## src/rtl/ysyx_22040895_mdu_ctrl_if.sv

```systemverilog
// Pipeline <-> MDU handshake bundle: request/opcode/operands/flush in, stall/strobe/result out.
// Latency: none (plain wires); the sequencer defines all timing.
// Backpressure: busy_o_mdu is the stall request; there is no other flow control.
interface ysyx_22040895_mdu_ctrl_if #(
    parameter int XLEN = 64
);
    logic            start_i_mdu;
    logic [3:0]      mduop_i_mdu;
    logic [XLEN-1:0] src1_i_mdu;
    logic [XLEN-1:0] src2_i_mdu;
    logic            flush_i_mdu;
    logic            busy_o_mdu;
    logic            valid_o_mdu;
    logic [XLEN-1:0] result_o_mdu;

    // Pipeline side.
    modport master (
        output start_i_mdu, mduop_i_mdu, src1_i_mdu, src2_i_mdu, flush_i_mdu,
        input  busy_o_mdu, valid_o_mdu, result_o_mdu
    );

    // Sequencer side.
    modport slave (
        input  start_i_mdu, mduop_i_mdu, src1_i_mdu, src2_i_mdu, flush_i_mdu,
        output busy_o_mdu, valid_o_mdu, result_o_mdu
    );
endinterface

```

## src/rtl/ysyx_22040895_mdu_ctrl.sv

```systemverilog
// Iterative multiply (shift-add) / 32-bit signed restoring divide sequencer for the execute stage.
// Latency from accept: mul 65, mulw 33, divw/remw 34, divide special cases 1 cycle.
// Backpressure: busy_o_mdu stalls the pipeline from accept until DONE; valid_o_mdu is a 1-cycle strobe.
// Ports: clk, rst (async active-low), mdu (slave modport of ysyx_22040895_mdu_ctrl_if).
module ysyx_22040895_mdu_ctrl #(
    parameter int XLEN = 64
) (
    input  logic                     clk,
    input  logic                     rst,
    ysyx_22040895_mdu_ctrl_if.slave  mdu
);
    localparam logic [3:0] OP_MUL  = 4'b0001;
    localparam logic [3:0] OP_MULW = 4'b0101;
    localparam logic [3:0] OP_DIVW = 4'b1001;
    localparam logic [3:0] OP_REMW = 4'b1101;

    typedef enum logic [2:0] {
        S_IDLE,
        S_MUL,
        S_DIV,
        S_FIX,
        S_DONE
    } state_e;

    function automatic logic [XLEN-1:0] sext32(input logic [31:0] v);
        return {{(XLEN-32){v[31]}}, v};
    endfunction

    // The multiply registers are reused by the divider:
    //   acc    -> partial remainder (low 32 bits)
    //   mplier -> dividend shifting out / quotient shifting in (low 32 bits)
    //   mcand  -> |divisor| (low 32 bits)
    state_e          state_q, state_d;
    logic [6:0]      cnt_q, cnt_d;
    logic [XLEN-1:0] mcand_q, mcand_d;
    logic [XLEN-1:0] mplier_q, mplier_d;
    logic [XLEN-1:0] acc_q, acc_d;
    logic            word_q, word_d;
    logic            rem_op_q, rem_op_d;
    logic            neg1_q, neg1_d;
    logic            neg2_q, neg2_d;
    logic [XLEN-1:0] result_q, result_d;
    logic            valid_q, valid_d;

    // Opcode decode and accept
    logic is_mul, is_mulw, is_divw, is_remw, op_legal, accept;

    // Divide operand preparation
    logic [31:0] src1_w, src2_w, abs1, abs2;
    logic        sgn1, sgn2, div_zero, div_ovf;

    // Datapath steps
    logic [XLEN-1:0] mul_acc;
    logic [32:0]     div_shift, div_diff;
    logic [31:0]     quot, rem, fix_val;

    always_comb begin
        is_mul   = (mdu.mduop_i_mdu == OP_MUL);
        is_mulw  = (mdu.mduop_i_mdu == OP_MULW);
        is_divw  = (mdu.mduop_i_mdu == OP_DIVW);
        is_remw  = (mdu.mduop_i_mdu == OP_REMW);
        op_legal = is_mul | is_mulw | is_divw | is_remw;
        accept   = (state_q == S_IDLE) & mdu.start_i_mdu & op_legal & ~mdu.flush_i_mdu;

        src1_w   = mdu.src1_i_mdu[31:0];
        src2_w   = mdu.src2_i_mdu[31:0];
        sgn1     = src1_w[31];
        sgn2     = src2_w[31];
        // -0x80000000 wraps to 0x80000000, which is the correct unsigned magnitude.
        abs1     = sgn1 ? -src1_w : src1_w;
        abs2     = sgn2 ? -src2_w : src2_w;
        div_zero = (src2_w == 32'h0);
        div_ovf  = (src1_w == 32'h8000_0000) && (src2_w == 32'hFFFF_FFFF);

        mul_acc  = mplier_q[0] ? (acc_q + mcand_q) : acc_q;

        // Restoring step: the shifted remainder can reach 33 bits, the divisor is at most 2^31,
        // so bit 32 of the difference is a clean "negative" flag.
        div_shift = {acc_q[31:0], mplier_q[31]};
        div_diff  = div_shift - {1'b0, mcand_q[31:0]};

        quot    = mplier_q[31:0];
        rem     = acc_q[31:0];
        fix_val = rem_op_q ? (neg1_q ? -rem : rem)
                           : ((neg1_q ^ neg2_q) ? -quot : quot);
    end

    // Stall request; forced low while reset is held so a pending start cannot leak out.
    assign mdu.busy_o_mdu   = rst & (accept | (state_q == S_MUL) | (state_q == S_DIV) | (state_q == S_FIX));
    assign mdu.valid_o_mdu  = valid_q;
    assign mdu.result_o_mdu = result_q;

    always_comb begin
        state_d  = state_q;
        cnt_d    = cnt_q;
        mcand_d  = mcand_q;
        mplier_d = mplier_q;
        acc_d    = acc_q;
        word_d   = word_q;
        rem_op_d = rem_op_q;
        neg1_d   = neg1_q;
        neg2_d   = neg2_q;
        result_d = result_q;
        valid_d  = 1'b0;

        unique case (state_q)
            S_IDLE: begin
                if (accept) begin
                    word_d   = is_mulw;
                    rem_op_d = is_remw;
                    neg1_d   = sgn1;
                    neg2_d   = sgn2;
                    acc_d    = '0;
                    if (is_mul) begin
                        mcand_d  = mdu.src1_i_mdu;
                        mplier_d = mdu.src2_i_mdu;
                        cnt_d    = 7'(XLEN);
                        state_d  = S_MUL;
                    end else if (is_mulw) begin
                        mcand_d  = XLEN'(src1_w);
                        mplier_d = XLEN'(src2_w);
                        cnt_d    = 7'd32;
                        state_d  = S_MUL;
                    end else if (div_zero) begin
                        result_d = is_remw ? sext32(src1_w) : '1;
                        valid_d  = 1'b1;
                        state_d  = S_DONE;
                    end else if (div_ovf) begin
                        result_d = is_remw ? '0 : sext32(32'h8000_0000);
                        valid_d  = 1'b1;
                        state_d  = S_DONE;
                    end else begin
                        mcand_d  = XLEN'(abs2);
                        mplier_d = XLEN'(abs1);
                        cnt_d    = 7'd32;
                        state_d  = S_DIV;
                    end
                end
            end

            S_MUL: begin
                acc_d    = mul_acc;
                mcand_d  = mcand_q << 1;
                mplier_d = mplier_q >> 1;
                cnt_d    = cnt_q - 7'd1;
                if (cnt_q == 7'd1) begin
                    // Last iteration: capture the freshly summed product directly.
                    result_d = word_q ? sext32(mul_acc[31:0]) : mul_acc;
                    valid_d  = 1'b1;
                    state_d  = S_DONE;
                end
            end

            S_DIV: begin
                if (!div_diff[32]) begin
                    acc_d = XLEN'(div_diff[31:0]);
                end else begin
                    acc_d = XLEN'(div_shift[31:0]);
                end
                mplier_d = XLEN'({mplier_q[30:0], ~div_diff[32]});
                cnt_d    = cnt_q - 7'd1;
                if (cnt_q == 7'd1) begin
                    state_d = S_FIX;
                end
            end

            S_FIX: begin
                result_d = sext32(fix_val);
                valid_d  = 1'b1;
                state_d  = S_DONE;
            end

            S_DONE: begin
                state_d = S_IDLE;
            end

            default: begin
                state_d = S_IDLE;
            end
        endcase

        // Abort wins over everything: no strobe and the previous result is kept.
        if (mdu.flush_i_mdu) begin
            state_d  = S_IDLE;
            cnt_d    = '0;
            result_d = result_q;
            valid_d  = 1'b0;
        end
    end

    always_ff @(posedge clk or negedge rst) begin
        if (!rst) begin
            state_q  <= S_IDLE;
            cnt_q    <= '0;
            mcand_q  <= '0;
            mplier_q <= '0;
            acc_q    <= '0;
            word_q   <= 1'b0;
            rem_op_q <= 1'b0;
            neg1_q   <= 1'b0;
            neg2_q   <= 1'b0;
            result_q <= '0;
            valid_q  <= 1'b0;
        end else begin
            state_q  <= state_d;
            cnt_q    <= cnt_d;
            mcand_q  <= mcand_d;
            mplier_q <= mplier_d;
            acc_q    <= acc_d;
            word_q   <= word_d;
            rem_op_q <= rem_op_d;
            neg1_q   <= neg1_d;
            neg2_q   <= neg2_d;
            result_q <= result_d;
            valid_q  <= valid_d;
        end
    end
endmodule

```

## src/flat_wrapper.sv

```systemverilog
// flat-port wrapper written by rule: the top's interface ports become plain ports
module ysyx_22040895_mdu_ctrl_flat 
#(
    parameter int XLEN = 64
)
  (clk, rst, mdu_start_i_mdu, mdu_mduop_i_mdu, mdu_src1_i_mdu, mdu_src2_i_mdu, mdu_flush_i_mdu, mdu_busy_o_mdu, mdu_valid_o_mdu, mdu_result_o_mdu);
  ysyx_22040895_mdu_ctrl_if #(.XLEN(XLEN)) mdu_i ();
  input  logic clk;
  input  logic rst;
  input wire logic [$bits(mdu_i.start_i_mdu)-1:0] mdu_start_i_mdu;
  input wire logic [$bits(mdu_i.mduop_i_mdu)-1:0] mdu_mduop_i_mdu;
  input wire logic [$bits(mdu_i.src1_i_mdu)-1:0] mdu_src1_i_mdu;
  input wire logic [$bits(mdu_i.src2_i_mdu)-1:0] mdu_src2_i_mdu;
  input wire logic [$bits(mdu_i.flush_i_mdu)-1:0] mdu_flush_i_mdu;
  output wire logic [$bits(mdu_i.busy_o_mdu)-1:0] mdu_busy_o_mdu;
  output wire logic [$bits(mdu_i.valid_o_mdu)-1:0] mdu_valid_o_mdu;
  output wire logic [$bits(mdu_i.result_o_mdu)-1:0] mdu_result_o_mdu;
  assign mdu_i.start_i_mdu = mdu_start_i_mdu;
  assign mdu_i.mduop_i_mdu = mdu_mduop_i_mdu;
  assign mdu_i.src1_i_mdu = mdu_src1_i_mdu;
  assign mdu_i.src2_i_mdu = mdu_src2_i_mdu;
  assign mdu_i.flush_i_mdu = mdu_flush_i_mdu;
  assign mdu_busy_o_mdu = mdu_i.busy_o_mdu;
  assign mdu_valid_o_mdu = mdu_i.valid_o_mdu;
  assign mdu_result_o_mdu = mdu_i.result_o_mdu;
  ysyx_22040895_mdu_ctrl #(.XLEN(XLEN)) u_core (.clk(clk), .rst(rst), .mdu(mdu_i));
endmodule
```

## config.mk

```make
export PLATFORM = sky130hd
export DESIGN_NAME = ysyx_22040895_mdu_ctrl_flat
export DESIGN_NICKNAME = d
export VERILOG_FILES = /design/src/rtl/ysyx_22040895_mdu_ctrl_if.sv /design/src/rtl/ysyx_22040895_mdu_ctrl.sv /design/src/flat_wrapper.sv
export SDC_FILE = /design/constraint.sdc
export NUM_CORES = 1
export LEC_CHECK = 0
export ABC_AREA = 0
export CORE_ASPECT_RATIO = 2
export CORE_UTILIZATION = 50
export DETAILED_ROUTE_END_ITERATION = 16
export PLACE_DENSITY = 0.71
export REMOVE_ABC_BUFFERS = 1
export SLEW_MARGIN = 10
export SYNTH_ARGS = -nofsm -noshare
export SYNTH_HDL_FRONTEND = slang
export SYNTH_SLANG_ARGS = --single-unit
```

## constraint.sdc

```tcl
create_clock -name clk -period 8.2 [get_ports clk]
set_clock_uncertainty 0.05 [all_clocks]
set_input_delay 1.64 -clock clk [delete_from_list [all_inputs] [get_ports clk]]
set_output_delay 1.64 -clock clk [all_outputs]
set_load 0.02 [all_outputs]
```

==> impl_metrics.ini, run 1 <==
[sta]
tightest_slew_ns = 1.231
finalSetupViolCount = 0
report.final.slew_viol_count = 0
period_share_pct = 73.63
slew-limit-headroom_pct = 17.08
period_minus_slack_ns = 6.038
setup_ws_ns = 2.162
fmax_ghz = 0.1656
hold_violations = 0
rsz0062_at_grt = no

[final_layout]
nets = 3090
antennaDiodeCount = 0
seq_area_um2 = 6784
syn_to_final_growth_pct = 14.69
stdcell_area_um2 = 25500
multi_input_area_um2 = 14360
post_route_cells_drive_above_1_share_pct = 5.327
fillers = 4089

[synth]
synth_top_area_share_pct = 30.50
synth-compound-area-share_pct = 30.78
synthXorXnorAreaFrac_pct = 7.917
yosys-top-cells-count = nand2_1, o21ai_0, dfrtp_1, nor2_1, a21oi_1
syn-mean-instance-area_um2 = 7.987
synthAdderAreaFrac_pct = 5.920
synth_area_leaders = dfrtp_1, o21ai_0, ha_1, nand2_1, a211oi_1
ys.warnings.count = 0
syn-instance-count = 2784
ys_ff_latch = 271
ys_types = 91
synth_area_leader_cell = dfrtp_1
syn_area_um2 = 22240
synthMostInstantiatedCell = nand2_1
yosys.area_share.simple_pct = 17.29
synth_top_family_by_area = compound AO/OA/AOI/OAI gates
synthFlopType = dfrtp_1
synth_mux_area_share_pct = 2.324
seq_area_frac_synth_pct = 30.50
synthArstFlopShare_pct = 100.0
synth_edf_count = 0

[cts]
tritoncts = done
clock_path_buffers = 3
cts_resized = 0
cts_setup_buffers = 0
clkSinkCount = 271
cts-hold-fix-buffers = 0
cts.clk_slew.worst_paths_ns = 0.06
cts_buffers = 28
htreeDepth = 1
clock-root-buffer = clkbuf_16
clk_latency_ns = 0.60

[worst_setup_path]
crit_chain = clkdlybuf4s50_1 > nor2b_1 > nand2_1 > nand2_1 > o21a_1 > clkdlybuf4s50_1
path_max_fanout = 9
critPathRequiredTime_ns = 6.51
crit_type = input port to output port
cp_num_buf_inv = 2
critPathMaxStageDelay_ns = 0.59
cp-end-kind = output port
cp.depth = 6
cp-start-kind = input port
startpoint = mdu_mduop_i_mdu[0]
crit_family = simple AND/OR/NAND/NOR gates
r2r_start = u_core.mplier_q[31]
arrival_ns = 4.35
ff2ff_path_depth = 13
crit_slowest_cell = clkdlybuf4s50_1

[global_route]
grtUsageTotal_pct = 37.08
grt_max_degree = 138
gr-total-overflow = 0
antenna_found_initial = 2
grt_pass1_vias = 22602
grt_pass1_wl_um = 127100

[die]
die_x_um = 151.1
start_util_pct = 50.48
die_h_um = 300.2
die_area_um2 = 45370
io-pin-count = 202
core_um2 = 44050
rows = 109

[power]
swShare_pct = 44.47
p_seq_share_pct = 28.0
ir_drop_v = 0.0001727
p_leak_nw = 10.39
power_frac_comb_pct = 50.1
p_sw_mw = 3.025
clkPwrFrac_pct = 21.9
p_int_mw = 3.777
p_per_area_nw_per_um2 = 266.7

[placed_design]
dp_hpwl_um = 63030
io_buffers = 201
dp_slack_ns = 1.777
gp_congestion = 1.002
dpl_cell_area_um2 = 24440

[job]
maxCapViolations = 0

[routing]
viasPerCell = 6.555
ant_nets = 0
initialDrtViolationCount = 1432
vias = 22463
dr.pass1.iters = 7
drc = 0
totalWireLength_um = 84200
wl_per_cell_um = 24.57

[worst_hold_path]
holdCritPathClass = register to register
holdCritStartpoint = u_core.mplier_q[38]
hold_depth = 2

[outcome]
status = finished, final reports clean
==> per-stage QoR <==
step / std cells / power (mW) / util (%) / TNS [ns] / hold WS [ns]
2_1_floorplan: 2577 / 4.207 / - / -138.92 / 0.4002
6_report: 3427 / 6.802 / 57.89 / 0 / 0.4389
4_1_cts: 3427 / 6.726 / 57.86 / 0 / 0.4409
5_1_grt: 3427 / 7.176 / 57.89 / 0 / 0.4649
3_5_place_dp: 3375 / 5.214 / 55.49 / 0 / 0.4260
3_3_place_gp: 3375 / 5.157 / 55.49 / 0 / 0.4160
==> power groups by stage <==
stage	logic (mW)	clock network, mW	registers (mW)
after floorplan	2.37	0	1.83
after global placement	3.26	0	1.90
after detailed placement	3.30	0	1.91
after CTS	3.33	1.51	1.89
after global routing	3.70	1.55	1.93
final	3.41	1.49	1.90
==> registers in the layout, summed over array words and instances (netlist names) <==
signal,flops
u_core.mdu.result_o_mdu,64
u_core.neg2_q,1
u_core.cnt_q,7
u_core.acc_q,64
u_core.rem_op_q,1
u_core.word_q,1
u_core.state_q,3
u_core.mdu.valid_o_mdu,1
u_core.mcand_q,64
u_core.mplier_q,64
u_core.neg1_q,1
==> kinds of logic after synthesis <==
logic type | count (synthesis)
adder cells (fa/ha/maj) | 104
AND/OR/NAND/NOR | 846
XOR/XNOR | 201
AO/OA/AOI/OAI | 1035
multiplexers | 50
flip-flops | 271
buffers and inverters | 277
==> layout by cell type, fill, tap and decap left out, drive strengths merged, types with 25 or more instances in the layout <==
cell | netlist | layout
o21ai | 290 | 290
a221oi | 33 | 33
dfrtp | 271 | 271
o211ai | 50 | 50
nand3 | 54 | 54
xnor2 | 93 | 93
a22oi | 75 | 75
mux2i | 37 | 37
nand4 | 28 | 28
a21oi | 183 | 183
xor2 | 108 | 108
ha | 102 | 102
o21a | 25 | 25
o31ai | 41 | 41
a21o | 38 | 38
nand2 | 334 | 334
clkbuf | 156 | 39
nor2 | 240 | 240
nor3 | 43 | 43
inv | 69 | 69
a211oi | 128 | 128
buf | 51 | 43
a31oi | 28 | 28
clkdlybuf4s50 | 0 | 200
==> worst min-delay path, delay by kind of cell, from the launching register on <==
| family | cells | cell delay (ns) |
|---|---|---|
| flops | 1 | 0.35 |
| compound gates | 1 | 0.06 |
| simple gates | 1 | 0.05 |
==> per-layer routing <==
| layer | track usage [%] | part of all wire (%) | vias to the layer above |
|---|---|---|---|
| met3 | 6.525 | 6.4 | 345 |
| li1 | - | - | 10416 |
| met4 | 31.24 | 9.4 | 2 |
| met2 | 65.85 | 50 | 982 |
| met5 | 0 | 0.014 | - |
| met1 | 36.68 | 34 | 10718 |
==> final cells by class <==
cell class | count | share of cell area [%]
Multi-Input combinational cell | 2236 | 56.30
Inverter | 70 | 1.030
Timing Repair Buffer | 243 | 9.243
Sequential cell | 271 | 26.60
Clock buffer | 39 | 3.228
Tap cell | 555 | 2.723
Clock inverter | 13 | 0.8684
==> path summary, 6_finish.rpt <==
| check | endpoint | slack, ns |
|---|---|---|
| setup / recovery | mdu_busy_o_mdu | 2.16 |
| hold / removal | u_core.mplier_q[38] | 0.44 |
| setup reg to reg | u_core.mplier_q[0] | 2.54 |
| hold reg to reg | u_core.mplier_q[38] | 0.44 |
| max in group asynchronous | u_core.rem_op_q | 5.61 |
| min in group asynchronous | u_core.mcand_q[48] | 0.98 |
Note: power is estimated with default switching activity, not from simulation.
==> run 2, diff against run 1 <==
--- a/config.mk
+++ b/config.mk
@@ -9,7 +9,7 @@
 export CORE_ASPECT_RATIO = 2
 export CORE_UTILIZATION = 50
 export DETAILED_ROUTE_END_ITERATION = 16
-export PLACE_DENSITY = 0.71
+export PLACE_DENSITY = 0.74
 export REMOVE_ABC_BUFFERS = 1
 export SLEW_MARGIN = 10
 export SYNTH_ARGS = -nofsm -noshare
==> constraint.sdc (replaced) <==
create_clock -name clk -period 5.1 [get_ports clk]
set_clock_uncertainty 0.05 [all_clocks]
set_input_delay 1.02 -clock clk [delete_from_list [all_inputs] [get_ports clk]]
set_output_delay 1.02 -clock clk [all_outputs]
set_load 0.02 [all_outputs]
==> run 2 against run 1 <==
Net effect:
- sequential cell count unchanged
- cell count up 1.2%
- cell area up 1.7%
- non-clock buffer count up 39
- largest power group unchanged
- clock power up 65%
- core utilization up 0.99 points
- total power up 63%
- worst hold slack worse by 0.11 ns
- critical path depth unchanged
- combinational power up 65%
- largest cell class unchanged
- die area unchanged
==> impl_metrics.ini, run 2 (same netlist as run 1, synthesis figures left out) <==
[die]
start_util_pct = 50.48
rows = 109
io-pin-count = 202
core_um2 = 44050
die_h_um = 300.2
die_x_um = 151.1
die_area_um2 = 45370

[cts]
cts.clk_slew.worst_paths_ns = 0.07
cts-hold-fix-buffers = 0
clock-root-buffer = clkbuf_16
htreeDepth = 1
clock_path_buffers = 3
cts_buffers = 29
clk_latency_ns = 0.60
tritoncts = done
cts_setup_buffers = 0
clkSinkCount = 271
cts_resized = 0

[placed_design]
io_buffers = 201
gp_congestion = 1.045
dp_hpwl_um = 64780

[power]
fin_total_pwr_mw = 11.09
p_leak_nw = 10.63
ir_drop_v = 0.0003159
p_per_area_nw_per_um2 = 427.7

[sta]
period_share_pct = 90.18
slew-limit-headroom_pct = 16.45
fmax_ghz = 0.2174
period_minus_slack_ns = 4.599
tightest_slew_ns = 1.244
finalSetupViolCount = 0
rsz0062_at_grt = no
report.final.slew_viol_count = 0
timing.setup.tns_ns = 0
hold_violations = 0

[worst_setup_path]
crit_slowest_cell = nor2_1
crit_type = register to output port
critPathRequiredTime_ns = 4.03
r2r_start = u_core.acc_q[19]
reg2reg_to = u_core.acc_q[60]
crit_chain = nand2b_1 > nor2_4 > nor2_1 > nand2_1 > o21a_1 > clkdlybuf4s50_1
cp-start-kind = register
arrival_ns = 3.53
cp-end-kind = output port
rrSetupSlack_ns = 0.51
ff2ff_path_depth = 12
critPathMaxStageDelay_ns = 0.63
path_max_fanout = 9

[job]
maxCapViolations = 0

[final_layout]
syn_to_final_growth_pct = 16.66
final_common_cell = nand2_1
nets = 3130
post_route_cells_drive_above_1_share_pct = 6.593
layout_common_cells = nand2_1, o21ai_0, dfrtp_1
fillers = 4085
seq_area_um2 = 6784
multi_input_area_um2 = 14350

[routing]
drc = 0
wl_per_cell_um = 24.72
viasPerCell = 6.560
ant_nets = 0
totalWireLength_um = 85710
vias = 22750
initialDrtViolationCount = 1899
dr.pass1.iters = 8

[global_route]
grt_pass1_wl_um = 131500
grtUsageTotal_pct = 38.21
gr-total-overflow = 0
grt_max_degree = 154
grt_pass1_vias = 22816
antenna_found_initial = 0

[outcome]
status = finished, final reports clean

[worst_hold_path]
holdCritPathClass = input port to asynchronous set/reset pin
## run 2: routing by layer
| metal | share of wire (%) | global-route usage (%) | vias to the layer above |
|---|---|---|---|
| met1 | 34 | 38.83 | 10929 |
| met2 | 51 | 68.60 | 983 |
| met3 | 5.4 | 5.114 | 350 |
| met4 | 9.2 | 30.55 | 0 |
| met5 | 0 | 0 | - |
| li1 | - | - | 10488 |
## run 2: critical path: cells and delay by family, from the launching register on
kind                   cells  cell delay [ns]
and+or+nand+nor            4             1.55
buffers and inverters      1             0.56
AOI/OAI and AO/OA          1             0.32
DFF                        1             0.49
## run 2: area by class of cell
class	instances	share of cell area, %
Multi-Input combinational cell	2236	55.32
Sequential cell	271	26.15
Timing Repair Buffer	282	10.70
Clock buffer	35	3.000
Tap cell	555	2.677
Clock inverter	18	1.129
Inverter	70	1.013
Antenna cell	1	0.009647
## run 2: worst max-delay path by stage
| stage | from | endpoint | cells past startpoint |
|---|---|---|---|
| 5_1_grt | u_core.acc_q[18] | u_core.acc_q[60] | 11 |
| 3_5_place_dp | mdu_src1_i_mdu[25] | u_core.mdu.result_o_mdu[60] | 11 |
| 2_1_floorplan | u_core.state_q[2] | u_core.mcand_q[32] | 5 |
| 6_report | u_core.state_q[0] | mdu_busy_o_mdu | 6 |
| 4_1_cts | u_core.state_q[0] | mdu_busy_o_mdu | 6 |
| 3_3_place_gp | mdu_src1_i_mdu[25] | u_core.mdu.result_o_mdu[53] | 12 |
## run 2: power breakdown
| part | switching (mW) | internal (mW) |
|---|---|---|
| Clock | 1.02 | 1.45 |
| Combinational | 3.34 | 2.28 |
| Sequential | 0.558 | 2.45 |
| Total | 4.91 | 6.18 |
## run 2: through the flow
| step | instances | util (%) | setup WS (ns) | hold WS (ns) | cell area, µm² |
|---|---|---|---|---|---|
| floorplan | 2577 | - | -4.838 | 0.4002 | 21330 |
| global placement | 3414 | 56.43 | 0.3663 | 0.4132 | 24860 |
| detailed placement | 3414 | 56.43 | 0.2849 | 0.4253 | 24860 |
| CTS | 3467 | 58.87 | 0.5145 | 0.3405 | 25930 |
| global route | 3467 | 58.88 | 0.3349 | 0.3659 | 25940 |
| finish | 3468 | 58.88 | 0.5010 | 0.3324 | 25940 |
